`src/rtl/fetch_prefetch_queue.sv`:
```
// Decoupled instruction-fetch stage. Owns the PC, issues one request per cycle to a
// 1-cycle-latency IMEM and buffers {pc, instr} pairs in a small FIFO for decode.
// A redirect flushes buffered and in-flight fetches and restarts at the target.
module fetch_prefetch_queue #(
    parameter int unsigned     XLEN     = 64,
    parameter int unsigned     ILEN     = 32,
    parameter int unsigned     DEPTH    = 4,
    parameter logic [XLEN-1:0] RESET_PC = '0
) (
    input  logic                       clk,
    input  logic                       rst,
    input  logic                       PCWrite_F,
    input  logic [XLEN-1:0]            PCTarget,
    output logic                       imem_req,
    output logic [XLEN-1:0]            imem_addr,
    input  logic [ILEN-1:0]            imem_rdata,
    output logic                       out_valid,
    input  logic                       out_ready,
    output logic [XLEN-1:0]            out_pc,
    output logic [ILEN-1:0]            out_instr,
    output logic [$clog2(DEPTH+1)-1:0] count
);

    localparam int unsigned CW  = $clog2(DEPTH + 1);
    localparam int unsigned CRW = CW + 1;
    localparam int unsigned PW  = (DEPTH > 1) ? $clog2(DEPTH) : 1;

    typedef logic [PW-1:0] ptr_t;

    logic [XLEN-1:0] fetch_pc_q, fetch_pc_d;
    logic            inflight_q;
    logic [XLEN-1:0] inflight_pc_q;
    logic [XLEN-1:0] fifo_pc_q    [DEPTH];
    logic [ILEN-1:0] fifo_instr_q [DEPTH];
    ptr_t            rd_ptr_q, wr_ptr_q;
    logic [CW-1:0]   count_q;

    logic            pop;
    logic            push;
    logic [CRW-1:0]  credits;

    // Pointers wrap explicitly so non-power-of-two depths work.
    function automatic ptr_t ptr_inc(input ptr_t p);
        return (p == ptr_t'(DEPTH - 1)) ? '0 : p + ptr_t'(1);
    endfunction

    // Handshake, credit check, output muxing and next fetch PC.
    always_comb begin
        out_valid = ~rst & (count_q != '0);
        pop       = out_valid & out_ready & ~PCWrite_F;
        push      = inflight_q & ~rst & ~PCWrite_F;
        // Occupancy after this cycle's pop plus the response still owed; never exceeds DEPTH.
        credits   = {1'b0, count_q} + {{CW{1'b0}}, inflight_q} - {{CW{1'b0}}, pop};
        imem_req  = ~rst & ~PCWrite_F & (credits < CRW'(DEPTH));
        imem_addr = fetch_pc_q;
        count     = rst ? '0 : count_q;
        out_pc    = out_valid ? fifo_pc_q[rd_ptr_q] : '0;
        out_instr = out_valid ? fifo_instr_q[rd_ptr_q] : '0;

        fetch_pc_d = fetch_pc_q;
        if (PCWrite_F) begin
            fetch_pc_d = {PCTarget[XLEN-1:2], 2'b00};
        end else if (imem_req) begin
            fetch_pc_d = fetch_pc_q + XLEN'(4);
        end
    end

    // PC, in-flight tracking and FIFO control state.
    always_ff @(posedge clk) begin
        if (rst) begin
            fetch_pc_q    <= RESET_PC;
            inflight_q    <= 1'b0;
            inflight_pc_q <= '0;
            rd_ptr_q      <= '0;
            wr_ptr_q      <= '0;
            count_q       <= '0;
        end else begin
            fetch_pc_q    <= fetch_pc_d;
            inflight_q    <= imem_req;
            inflight_pc_q <= imem_addr;
            if (PCWrite_F) begin
                rd_ptr_q <= '0;
                wr_ptr_q <= '0;
                count_q  <= '0;
            end else begin
                if (push) wr_ptr_q <= ptr_inc(wr_ptr_q);
                if (pop)  rd_ptr_q <= ptr_inc(rd_ptr_q);
                case ({push, pop})
                    2'b10:   count_q <= count_q + CW'(1);
                    2'b01:   count_q <= count_q - CW'(1);
                    default: count_q <= count_q;
                endcase
            end
        end
    end

    // FIFO storage; contents need no reset because count_q qualifies them.
    always_ff @(posedge clk) begin
        if (push) begin
            fifo_pc_q[wr_ptr_q]    <= inflight_pc_q;
            fifo_instr_q[wr_ptr_q] <= imem_rdata;
        end
    end

endmodule

```
`config.mk`:
```
export PLATFORM = sky130hd
export DESIGN_NAME = fetch_prefetch_queue
export DESIGN_NICKNAME = d
export VERILOG_FILES = /design/src/rtl/fetch_prefetch_queue.sv
export SDC_FILE = /design/constraint.sdc
export NUM_CORES = 1
export LEC_CHECK = 0
export CAP_MARGIN = 20
export CORE_ASPECT_RATIO = 0.5
export CORE_UTILIZATION = 62
export CTS_BUF_LIST = sky130_fd_sc_hd__clkbuf_4 sky130_fd_sc_hd__clkbuf_8
export CTS_CLUSTER_SIZE = 16
export DETAILED_ROUTE_END_ITERATION = 7
export GPL_TIMING_DRIVEN = 0
export PLACE_DENSITY_LB_ADDON = 0.25
export SYNTH_ARGS = -nofsm -noshare
export SYNTH_HDL_FRONTEND = slang
export SYNTH_SLANG_ARGS = --single-unit
```
`constraint.sdc`:
```
create_clock -name clk -period 8.6 [get_ports clk]
set_clock_uncertainty 0.15 [all_clocks]
set_input_delay 1.72 -clock clk [delete_from_list [all_inputs] [get_ports clk]]
set_output_delay 1.72 -clock clk [all_outputs]
set_load 0.01 [all_outputs]
```
**Word level (Yosys, flattened, before mapping)**

Memories as Yosys holds them, arrays and structs flattened. A register that Yosys moved wholly into a read port is not among the register bits.
Index checks and enable logic that the tools add are counted.

- Register bits after elaboration: 136
- Logic and storage cells: 48
- Bits in writable memories: 384
- Memories: 2
- Input port bits: 100

Memory list:

| memory | depth | bits a word | rd ports | clocked after memory_dff | write ports | line | source |
|---|---|---|---|---|---|---|---|
| fifo_pc_q | 4 | 64 | 1 | 1 | 1 | 33 | `logic [XLEN-1:0] fifo_pc_q [DEPTH];` |
| fifo_instr_q | 4 | 32 | 1 | 1 | 1 | 34 | `logic [ILEN-1:0] fifo_instr_q [DEPTH];` |

- Equality and inequality tests: 4
- Reductions and logical operators: 4
- Bitwise operators: 9
- Multiplexer cells: 14
- Magnitude comparators: 1
- $add $sub $neg: 7

Operators with widths:

| kind | number |
|---|---|
| 64-bit two-way mux | 3 |
| 64-bit by 3-bit adder with 64-bit output (second input constant) | 1 |
| 32-bit two-way mux | 1 |
| 2-bit two-way mux | 6 |
| 1-bit bitwise AND | 7 |
| 2-bit equality test (second input constant) | 3 |
| 3-bit one-hot mux with 2 select lines | 1 |
| 2-bit by 1-bit adder with 2-bit output (second input constant) | 2 |
| 3-bit by 1-bit adder with 4-bit output | 1 |
| 4-bit by 3-bit less-than comparator with 1-bit output (second input constant) | 1 |
| 2-bit nonzero test | 2 |
| 4-bit by 1-bit subtractor with 4-bit output | 1 |
| 3-bit by 1-bit adder with 3-bit output (second input constant) | 1 |
| 3-bit two-way mux | 1 |
| 3-bit nonzero test | 1 |
| 3-bit by 1-bit subtractor with 3-bit output (second input constant) | 1 |
| 2-bit by 1-bit equality test with 1-bit output (second input constant) | 1 |
| 1-bit two-way mux | 2 |
| 1-bit inverter | 2 |
| 2-bit OR reduction | 1 |

**Logic depth before layout (Yosys ltp)**

Gate-level depths: netlist of the first run.

- Word-level depth: 9
- Mapped depth: 13

**Worst setup path after synthesis of the first run**

Ideal clock, no wire load.

- Kind: in2out
- Start: input port PCWrite_F
- End: output port imem_req
- Buffers on the path: 3
- Stages: 11
- Slack: 2.511 ns
- Arrival time: 4.219 ns
- Required time: 6.730 ns
- Cells stage by stage: buf_6 or3b_1 or3_1 ha_1 nand2_1 nor3b_1 o311a_1 nor2_1 inv_2 buf_2 buf_2

- Longest elaborated chain between the ends: 5

Ends and longest elaborated chain:

| what | line | source |
|---|---|---|
| start: declaration | 12 | `input logic PCWrite_F,` |
| 1-bit inverter (*) | 50, 54 |  |
| 1-bit bitwise AND | 50 | `pop = out_valid & out_ready & ~PCWrite_F;` |
| 4-bit by 1-bit subtractor with 4-bit output | 53 | `credits = {1'b0, count_q} + {{CW{1'b0}}, inflight_q} - {{CW{1'b0}}, pop};` |
| 4-bit by 3-bit less-than comparator with 1-bit output | 54 | `imem_req = ~rst & ~PCWrite_F & (credits < CRW'(DEPTH));` |
| 1-bit bitwise AND (*) | 54 |  |
| end: declaration | 14 | `output logic imem_req,` |

Mark *: on every way between the ends. The rest lies on a longest branch, timed or not.

**Final worst setup path of the first run**

- Start: input port rst
- End: output port imem_req

- Longest elaborated chain between the ends: 7

Ends and longest elaborated chain:

| what | line | source |
|---|---|---|
| start: declaration | 11 | `input logic rst,` |
| 1-bit inverter (*) | 49, 54 |  |
| 1-bit bitwise AND | 49 | `out_valid = ~rst & (count_q != '0);` |
| 1-bit bitwise AND (2 in a row) | 50 |  |
| 4-bit by 1-bit subtractor with 4-bit output | 53 |  |
| 4-bit by 3-bit less-than comparator with 1-bit output | 54 |  |
| 1-bit bitwise AND (*) | 54 |  |

Marked as above.

==> results of run 1 <==
## through the flow
stage | setup slack, ps | util [%] | power, mW | instance area, sq um | std cells
global placement | 655 | 73.3 | 3.03 | 23400 | 1977
finish | 645 | 78.6 | 4.89 | 25100 | 2115
global route | 448 | 78.6 | 5.03 | 25100 | 2115
detailed placement | 736 | 74.1 | 3.04 | 23700 | 1986
floorplan | 2510 | - | 2.87 | 20300 | 1288
CTS | 720 | 78.6 | 4.89 | 25100 | 2112
## flip-flops by register name, indices dropped and copies added (netlist names), named ones only
| name | cells |
|---|---|
| inflight_q | 1 |
| fifo_pc_q | 248 |
| fifo_instr_q | 128 |
| rd_ptr_q | 2 |
| count_q | 3 |
| inflight_pc_q | 62 |
| wr_ptr_q | 2 |
| imem_addr | 62 |
## routing by layer
layer	GRT usage (%)	vias up	routed length (microns)
li1	-	5677	-
met1	43.5	6579	21400
met2	52.4	638	26200
met3	7.34	104	4350
met4	11.9	2	1540
met5	0	-	13
## critical path: stages
cell and delay, ps:
clkdlybuf4s50_1 480, or3b_1 470, or3_1 380, ha_1 280
nand2_1 80, nor3b_1 520, o311a_1 510, nor2_1 180
inv_2 180, buf_2 280, buf_2 390, clkdlybuf4s50_1 610
## synthesized netlist by cell type (8+ instances only)
cell	count
or4_1	8
nor2b_1	150
nor3_1	21
and3_1	14
xnor2_1	9
nand2_1	65
o21ai_0	20
ha_1	9
mux4_2	94
a211oi_1	11
nor4_1	11
or3_1	11
a221o_1	14
nand4_1	22
o211ai_1	10
dfxtp_1	134
nor2_1	58
nand3_1	31
buf_1	13
edfxtp_1	376
clkbuf_1	51
inv_1	27
## final timing paths
path | startpoint | end | depth (start not counted)
worst max-delay path | rst | imem_req | 12
worst min-delay path | inflight_pc_q[20] | fifo_pc_q[3][20] | 0
worst min register to register | inflight_pc_q[20] | fifo_pc_q[3][20] | 0
worst max register to register | count_q[2] | imem_addr[31] | 11
## power groups by stage
stage               Clock [mW]  Combinational (mW)  Sequential (mW)
floorplan                    0              0.0950             2.78
global placement             0               0.245             2.78
detailed placement           0               0.251             2.79
CTS                       1.91               0.253             2.74
global route              2.02               0.268             2.74
finish                    1.89               0.257             2.74
## area by class of cell
cell class / instances / area (sq um) / area share, %
inverters: 28 / 105 / 0.418
clock inverters: 18 / 139 / 0.553
plain buffers: 78 / 345 / 1.38
well taps: 432 / 541 / 2.15
clock buffers: 108 / 1290 / 5.15
diodes: 2 / 5.00 / 0.0199
multi-input cells: 672 / 5900 / 23.5
repair buffers: 267 / 2820 / 11.2
flip-flops and latches: 510 / 14000 / 55.6
## cells by family after synthesis
logic type,count (synthesis)
buf+inv,106
mux,101
flops,510
xor+xnor,13
fa+ha+maj,10
other cells,1
simple gates,414
compound gates,130
==> out/results.tsv, run 1 <==
metric	value	unit
yosysTopAreaCell	edfxtp_1	
synth_warnings	0	
die_w	258	microns
outcome	completed	
setup_viol_count_final	0	
antenna_found_initial	3	
mostFrequentLayoutCells	edfxtp_1, clkdlybuf4s50_1, nor2b_1, dfxtp_1, mux4_2	
ctsHoldBuffers	0	
ys_top_cells_by_area	edfxtp_1, dfxtp_1, mux4_2, nor2b_1, nand2_1	
clk_path_buf_depth	3	
p_sw	1.08	mW
cts_tree	done	
die_h	130	microns
synth.avg_cell_area	15.8	sq um
synth_mux_area_share	10.8	%
r2r_setup_slack	4680	ps
grt_setup_unrepaired	no	
grt_usage	32.2	%
worstHoldPathType	reg -> reg	
clock_power_share	38.7	%
synth_flop_cell	edfxtp_1	
drt-total-wl	53600	microns
start_kind	input pin	
antenna_left	0	
cts.sinks	510	
vias_per_cell	6.15	
period_needed	7950	ps
cp_data_arrival_time	6080	ps
layout_commonest_cell	edfxtp_1	
dr.pass1.iters	5	
fmax	0.126	GHz
post-route-period-util	92.5	%
hold_slack	310	ps
async_flop_share	0	%
end_kind	output pin	
slew_viol_final	0	
io_buffers	257	
path_clk_slew	70	ps
max_slew_margin	36.6	%
gr-total-overflow	0	
vias	13000	
drt_iter0_markers	1434	
setup-tns-final	0	ps
syn-cell-area	0.0203	sq mm
synth-compound-area-share	5.59	%
synth_edf_count	376	
h-tree-depth	3	
vdd_drop_max	0.177	mV
nets	1736	
grt_pass1_wl	78600	microns
postCtsSetupBuffers	0	
rows	46	
cts_resized	0	
wl_per_cell	25.3	microns
yosysTopAreaCellShare	55.7	%
die-area	0.0335	sq mm
num-fill-cells	1774	
syn_to_final_growth	23.8	%
synth_top_family_by_area	simple AND/OR/NAND/NOR gates	
yosysSeqAreaShare	68.9	%
core	0.0319	sq mm
worst_pin_slew	943	ps
p_per_area	195	mW/mm^2
clock_latency	630	ps
drc	0	
drive_above_1_share	15.6	%
drv_cap	0	
synthAdderAreaFrac	0.654	%
swShare	22.2	%
synth_cells	1285	
synth-simple-area-share	11.3	%
power.internal	3.80	mW
root_buffer	clkbuf_8	
numCtsBuffers	69	
grt_max_degree	41	
pin_count	265	
grt_pass1_vias	13000	
path_class	in -> out	
required	6730	ps
initial_core_util	63.5	%
critPathMaxFanout	10	
power_frac_comb	5.3	%
synth-xor-area-share	0.561	%
gp_routability_congestion	0.960	
yosys_register_bits	510	
hold_viol	0	
p_leak	8.07	nW
yosysUniqueCellTypes	69	
dp_hpwl	36400	microns
sequentialPowerShare	56.0	%
Note: power is estimated with default switching activity, not from simulation.
==> run 2: changes to the inputs <==
TNS_END_PERCENT = 30   (was not set)
==> results of run 2 <==
Same layout as run 1: the final DEF is identical, and so are final timing and power.
==> RTL change 1 (flow settings as in run 2) <==
Set the parameter `DEPTH` to 2 (it was 4).
--- a/src/rtl/fetch_prefetch_queue.sv
+++ b/src/rtl/fetch_prefetch_queue.sv
@@ -4,7 +4,7 @@
 module fetch_prefetch_queue #(
     parameter int unsigned     XLEN     = 64,
     parameter int unsigned     ILEN     = 32,
-    parameter int unsigned     DEPTH    = 4,
+    parameter int unsigned     DEPTH    = 2,
     parameter logic [XLEN-1:0] RESET_PC = '0
 ) (
     input  logic                       clk,
Interface: changed (resized count); port bits go from 265 to 264. No check against the original RTL was run, so the function may have changed too.
==> RTL change 1 against run 2 <==
Die area is 36% lower. Sequential cell count is 192 lower. Setup slack worse by 0.45 ns. Routed wire length is 30% lower. Synthesized area is 37% lower. Design area is 33% lower. Global-route usage is 2.9 points higher. First-iteration DRC count is 15% lower. Total power is 36% lower.
==> RTL change 1: results (changes against run 2) <==
status: "finished clean"  # unchanged
post-dp-hpwl_um: 25300  # was 36400 um
synth_edf_count: 188  # was 376
route.met2.wl_um: 17900  # was 26200 um
rr_startpoint: "count_q[1]$_SDFFE_PN0P_"  # was count_q[2]$_SDFFE_PN0P_
place.gp.congestion: 0.976  # was 0.960
tightest_slew_ns: 1.03  # was 0.943 ns
grt_pass1_vias: 10200  # was 13000
antenna_found_initial: 0  # was 3
p_sw_mw: 0.720  # was 1.08 mW
p_leak_nw: 5.53  # was 8.07 nW
yosysUniqueCellTypes: 56  # was 69
grt_start_max_net_pins: 63  # was 41
synth_top_area_share_pct: 44.0  # was 55.7%
ys_seq_area_share_pct: 64.3  # was 68.9%
grt_usage_pct: 35.1  # was 32.2%
wl_met3_um: 4040  # was 4350 um
drive_above_1_share_pct: 7.15  # was 15.6%
place_area_mm2: 0.0159  # was 0.0237 mm^2
top_regs: "fifo_pc_q (124), fifo_instr_q (64)"  # was fifo_pc_q (248), fifo_instr_q (128)
synthTopCellsByCount: "edfxtp_1 (188), nor2_1 (156), dfxtp_1 (130)"  # was edfxtp_1 (376), nor2b_1 (150), dfxtp_1 (134)
wire_per_inst_um: 22.1  # was 25.3 um
dr.pass1.iters: 8  # was 5
reg2reg_depth: 16  # was 11
nNetsFinal: 1497  # was 1736
place_ws_ns: 0.252  # was 0.736 ns
dr.first_iter.drc_count: 1212  # was 1434
hold_start: "inflight_pc_q[63]$_SDFF_PP0_"  # was inflight_pc_q[20]$_SDFF_PP0_
vdd_drop_max_uv: 175  # was 177 uV
highest_layer: "met4"  # was met5
fill_cells: 1059  # was 1774
vias_per_cell: 6.03  # was 6.15
h-tree-depth: 2  # was 3
startpoint: "PCWrite_F"  # was rst
grt_pass1_wl_um: 56900  # was 78600 um
synth_area_leaders: "edfxtp_1 (44%), dfxtp_1 (20%), mux2i_1 (7.6%), nor2_1 (4.6%), nor2b_1 (2.8%)"  # was edfxtp_1 (56%), dfxtp_1 (13%), mux4_2 (10%), nor2b_1 (4.6%), nand2_1 (1.2%)
[RTL change 1: cell count changes after synthesis, moves of 35 or more]
| cell | run 2 | this run |
|---|---|---|
| mux2i_1 | 7 | 98 |
| nor2_1 | 58 | 156 |
| edfxtp_1 | 376 | 188 |
| a21oi_1 | 7 | 42 |
| mux4_2 | 94 | 0 |
| nor2b_1 | 150 | 57 |
[RTL change 1: worst paths after layout]
| path | to | slack [ns] |
|---|---|---|
| setup / recovery | imem_req | 0.19 |
| hold / removal | fifo_pc_q[0][63]$_DFFE_PP_ | 0.27 |
| setup reg to reg | imem_addr[22]$_SDFFE_PP0P_ | 4.14 |
| hold reg to reg | fifo_pc_q[0][63]$_DFFE_PP_ | 0.27 |
[RTL change 1: power groups by stage]
stage / sequential (mW) / combinational (mW) / clock [mW]
after detailed placement: 1.73 / 0.229 / 0
after global routing: 1.70 / 0.249 / 1.24
after floorplan: 1.73 / 0.0876 / 0
final: 1.70 / 0.237 / 1.17
after CTS: 1.70 / 0.232 / 1.17
after global placement: 1.73 / 0.220 / 0
[RTL change 1: final cells by class]
type                            instances  area [um^2]  area share, %
Multi-Input combinational cell        689         4290           25.6
Inverter                               13         48.8          0.291
Buffer                                 66          267           1.59
Timing Repair Buffer                  262         2700           16.1
Tap cell                              266          333           1.99
Sequential cell                       318         8250           49.2
Clock buffer                           68          798           4.76
Clock inverter                         11         71.3          0.426
[RTL change 1: layer usage]
| layer | up-vias | track usage (%) |
|---|---|---|
| met4 | 0 | 12.5 |
| met1 | 4935 | 45.2 |
| met5 | - | 0.238 |
| met3 | 112 | 8.24 |
| met2 | 614 | 58.3 |
| li1 | 4551 | - |
[RTL change 1: critical path, cell delays in order]
cell,delay (ns)
clkdlybuf4s50_1,0.57
clkbuf_1,0.58
clkbuf_1,0.47
nor2_1,0.15
ha_1,0.30
nand2b_1,0.16
fa_1,0.38
xnor2_1,0.14
nand3_1,0.15
inv_1,0.20
clkbuf_1,0.47
clkbuf_1,0.57
clkdlybuf4s50_1,0.67
[RTL change 1: cells by family (layout without fill, tap and decap cells)]
group	count (synthesis)	after routing	synth area share, %
and+or+nand+nor	412	412	16.1
DFF	318	318	64.3
AOI/OAI and AO/OA	143	143	7.01
muxes	105	105	8.26
buffers and inverters	79	420	2.45
xor gates and xnor gates	21	21	1.43
adders and majority gates	4	4	0.449
other	1	4	0.0292
[RTL change 1: through the flow]
stage	cells	utilization (%)
after floorplan	1086	-
after global placement	1609	79.3
after detailed placement	1614	80.0
after CTS	1693	84.4
after global routing	1693	84.4
final	1693	84.4
[RTL change 1: timing repair]
item / 4_1_cts / 5_1_grt
resized for setup: 0 / 2
endpoints found under the setup margin: 0 / 1
hold endpoints to repair: 0 / 0
==> RTL change 2 (flow settings as in run 2) <==
Without the edit above. Register the output `count`, without a reset; this adds one clock of latency there. The other outputs are not delayed to match.
--- a/src/rtl/fetch_prefetch_queue.sv
+++ b/src/rtl/fetch_prefetch_queue.sv
@@ -27,6 +27,8 @@
 
     typedef logic [PW-1:0] ptr_t;
 
+    logic [$clog2(DEPTH+1)-1:0] count_d;
+
     logic [XLEN-1:0] fetch_pc_q, fetch_pc_d;
     logic            inflight_q;
     logic [XLEN-1:0] inflight_pc_q;
@@ -53,7 +55,7 @@
         credits   = {1'b0, count_q} + {{CW{1'b0}}, inflight_q} - {{CW{1'b0}}, pop};
         imem_req  = ~rst & ~PCWrite_F & (credits < CRW'(DEPTH));
         imem_addr = fetch_pc_q;
-        count     = rst ? '0 : count_q;
+        count_d   = rst ? '0 : count_q;
         out_pc    = out_valid ? fifo_pc_q[rd_ptr_q] : '0;
         out_instr = out_valid ? fifo_instr_q[rd_ptr_q] : '0;
 
@@ -102,5 +104,9 @@
         end
     end
 
+    always_ff @(posedge clk) begin
+        count <= count_d;
+    end
+
 endmodule
 
Formal check against the unedited RTL: not equivalent (Yosys sat finds a counterexample within 4 cycles, from zero or initial values and one cycle with rst high).
==> RTL change 2 against run 2 <==
Routed wire length fell by 7.9%. Sequential cell count increased by 3. Synthesized area is 0.11% higher. Design area decreased by 0.53%. Setup slack gained 0.70 ns. Synthesized cell count shrank 0.93%. Global-route usage shrank 2.4 points. Worst hold slack improved by 0.013 ns. Total power down 0.87%. Register-to-register slack gained 0.26 ns. Largest power group unchanged.
==> RTL change 2: results (changes against run 2) <==
synthToLayoutAreaGrowth_pct: 23.0  # was 23.8%
r2r-end: "imem_addr[49]$_SDFFE_PP0P_"  # was imem_addr[31]$_SDFFE_PP0P_
place_area_mm2: 0.0236  # was 0.0237 mm^2
yosysUniqueCellTypes: 46  # was 69
holdWs_ns: 0.323  # was 0.310 ns
antenna_found_initial: 1  # was 3
dp.cells: 1970  # was 1986
crit_arrival_ns: 5.38  # was 6.08 ns
place.gp.congestion: 0.897  # was 0.960
drive_above_1_share_pct: 15.2  # was 15.6%
p_leak_nw: 7.77  # was 8.07 nW
slew_headroom_pct: 34.2  # was 36.6%
reg2reg_depth: 11  # unchanged
dr.first_iter.drc_count: 1137  # was 1434
nNetsFinal: 1721  # was 1736
ys_seq_elements: 513  # was 510
place_ws_ns: 1.47  # was 0.736 ns
inverters: 18  # was 28
vdd_drop_max_uv: 122  # was 177 uV
buffers: 342  # was 345
final-clk-cell-share_pct: 5.60  # was 5.70%
seq_area_mm2: 0.0140  # about the same
post-dp-hpwl_um: 33200  # was 36400 um
antenna_cells: 1  # was 2
multi_input_area_mm2: 0.00590  # about the same
ys_seq_area_share_pct: 69.1  # was 68.9%
grt_start_max_net_pins: 51  # was 41
dr.pass1.iters: 7  # was 5
grt_pass1_vias: 12900  # was 13000
grt_pass1_wl_um: 74200  # was 78600 um
setup_ws_ns: 1.35  # was 0.645 ns
cts-buffers-inserted: 71  # was 69
synth-xor-area-share_pct: 2.63  # was 0.561%
fin_cells: 2098  # was 2115
cpPeakStageDelay_ns: 0.56  # was 0.61 ns
synthTopCellsByCount: "edfxtp_1 (376), nor2b_1 (150), dfxtp_1 (137)"  # was edfxtp_1 (376), nor2b_1 (150), dfxtp_1 (134)
hold_start: "inflight_pc_q[24]$_SDFF_PP0_"  # was inflight_pc_q[20]$_SDFF_PP0_
avgSynthCellArea_um2: 16.0  # was 15.8 um^2
comb.multi_input.count: 665  # was 672
ff2ff_setup_slack_ns: 4.94  # was 4.68 ns
synth-adder-area-share_pct: 0.653  # was 0.654%
vias_per_cell: 5.97  # was 6.15
status: "finished clean"  # unchanged
synthMuxAreaShare_pct: 10.6  # was 10.8%
fill_cells: 1840  # was 1774
synth_area_leaders: "edfxtp_1 (56%), dfxtp_1 (14%), mux4_2 (10%), nor2b_1 (4.6%), xnor2_1 (2.5%)"  # was edfxtp_1 (56%), dfxtp_1 (13%), mux4_2 (10%), nor2b_1 (4.6%), nand2_1 (1.2%)
slowest_stage: "clkdlybuf4s50_1"  # unchanged
die_x_um: 258  # about the same
-- RTL change 2: cell count changes in the layout (fill, tap and decap cells not counted), sizes merged, moves of 10 or more --
| cell | change |
|---|---|
| a2111oi | +14 |
| a211oi | +45 |
| a21oi | +26 |
| a221o | -14 |
| clkinv | +12 |
| nand2 | -28 |
| nor2 | +32 |
| nor3 | -15 |
| o211ai | -10 |
| o21ai | -14 |
| xnor2 | +50 |
-- RTL change 2: metal layers --
layer / part of all wire [%] / GRT usage (%) / wire [um] / vias to the layer above
met2: 51 / 52.0 / 25400 / 510
li1: - / - / - / 5523
met4: 2.4 / 10.7 / 1160 / 0
met3: 6.4 / 5.17 / 3160 / 98
met1: 40 / 38.5 / 19600 / 6390
met5: 0 / 0 / 0 / -
-- RTL change 2: report_power, final --
group / total [mW] / internal [mW] / switching [mW]
registers: 2.75 / 2.69 / 0.0528
logic: 0.237 / 0.126 / 0.110
clock network: 1.86 / 0.952 / 0.906
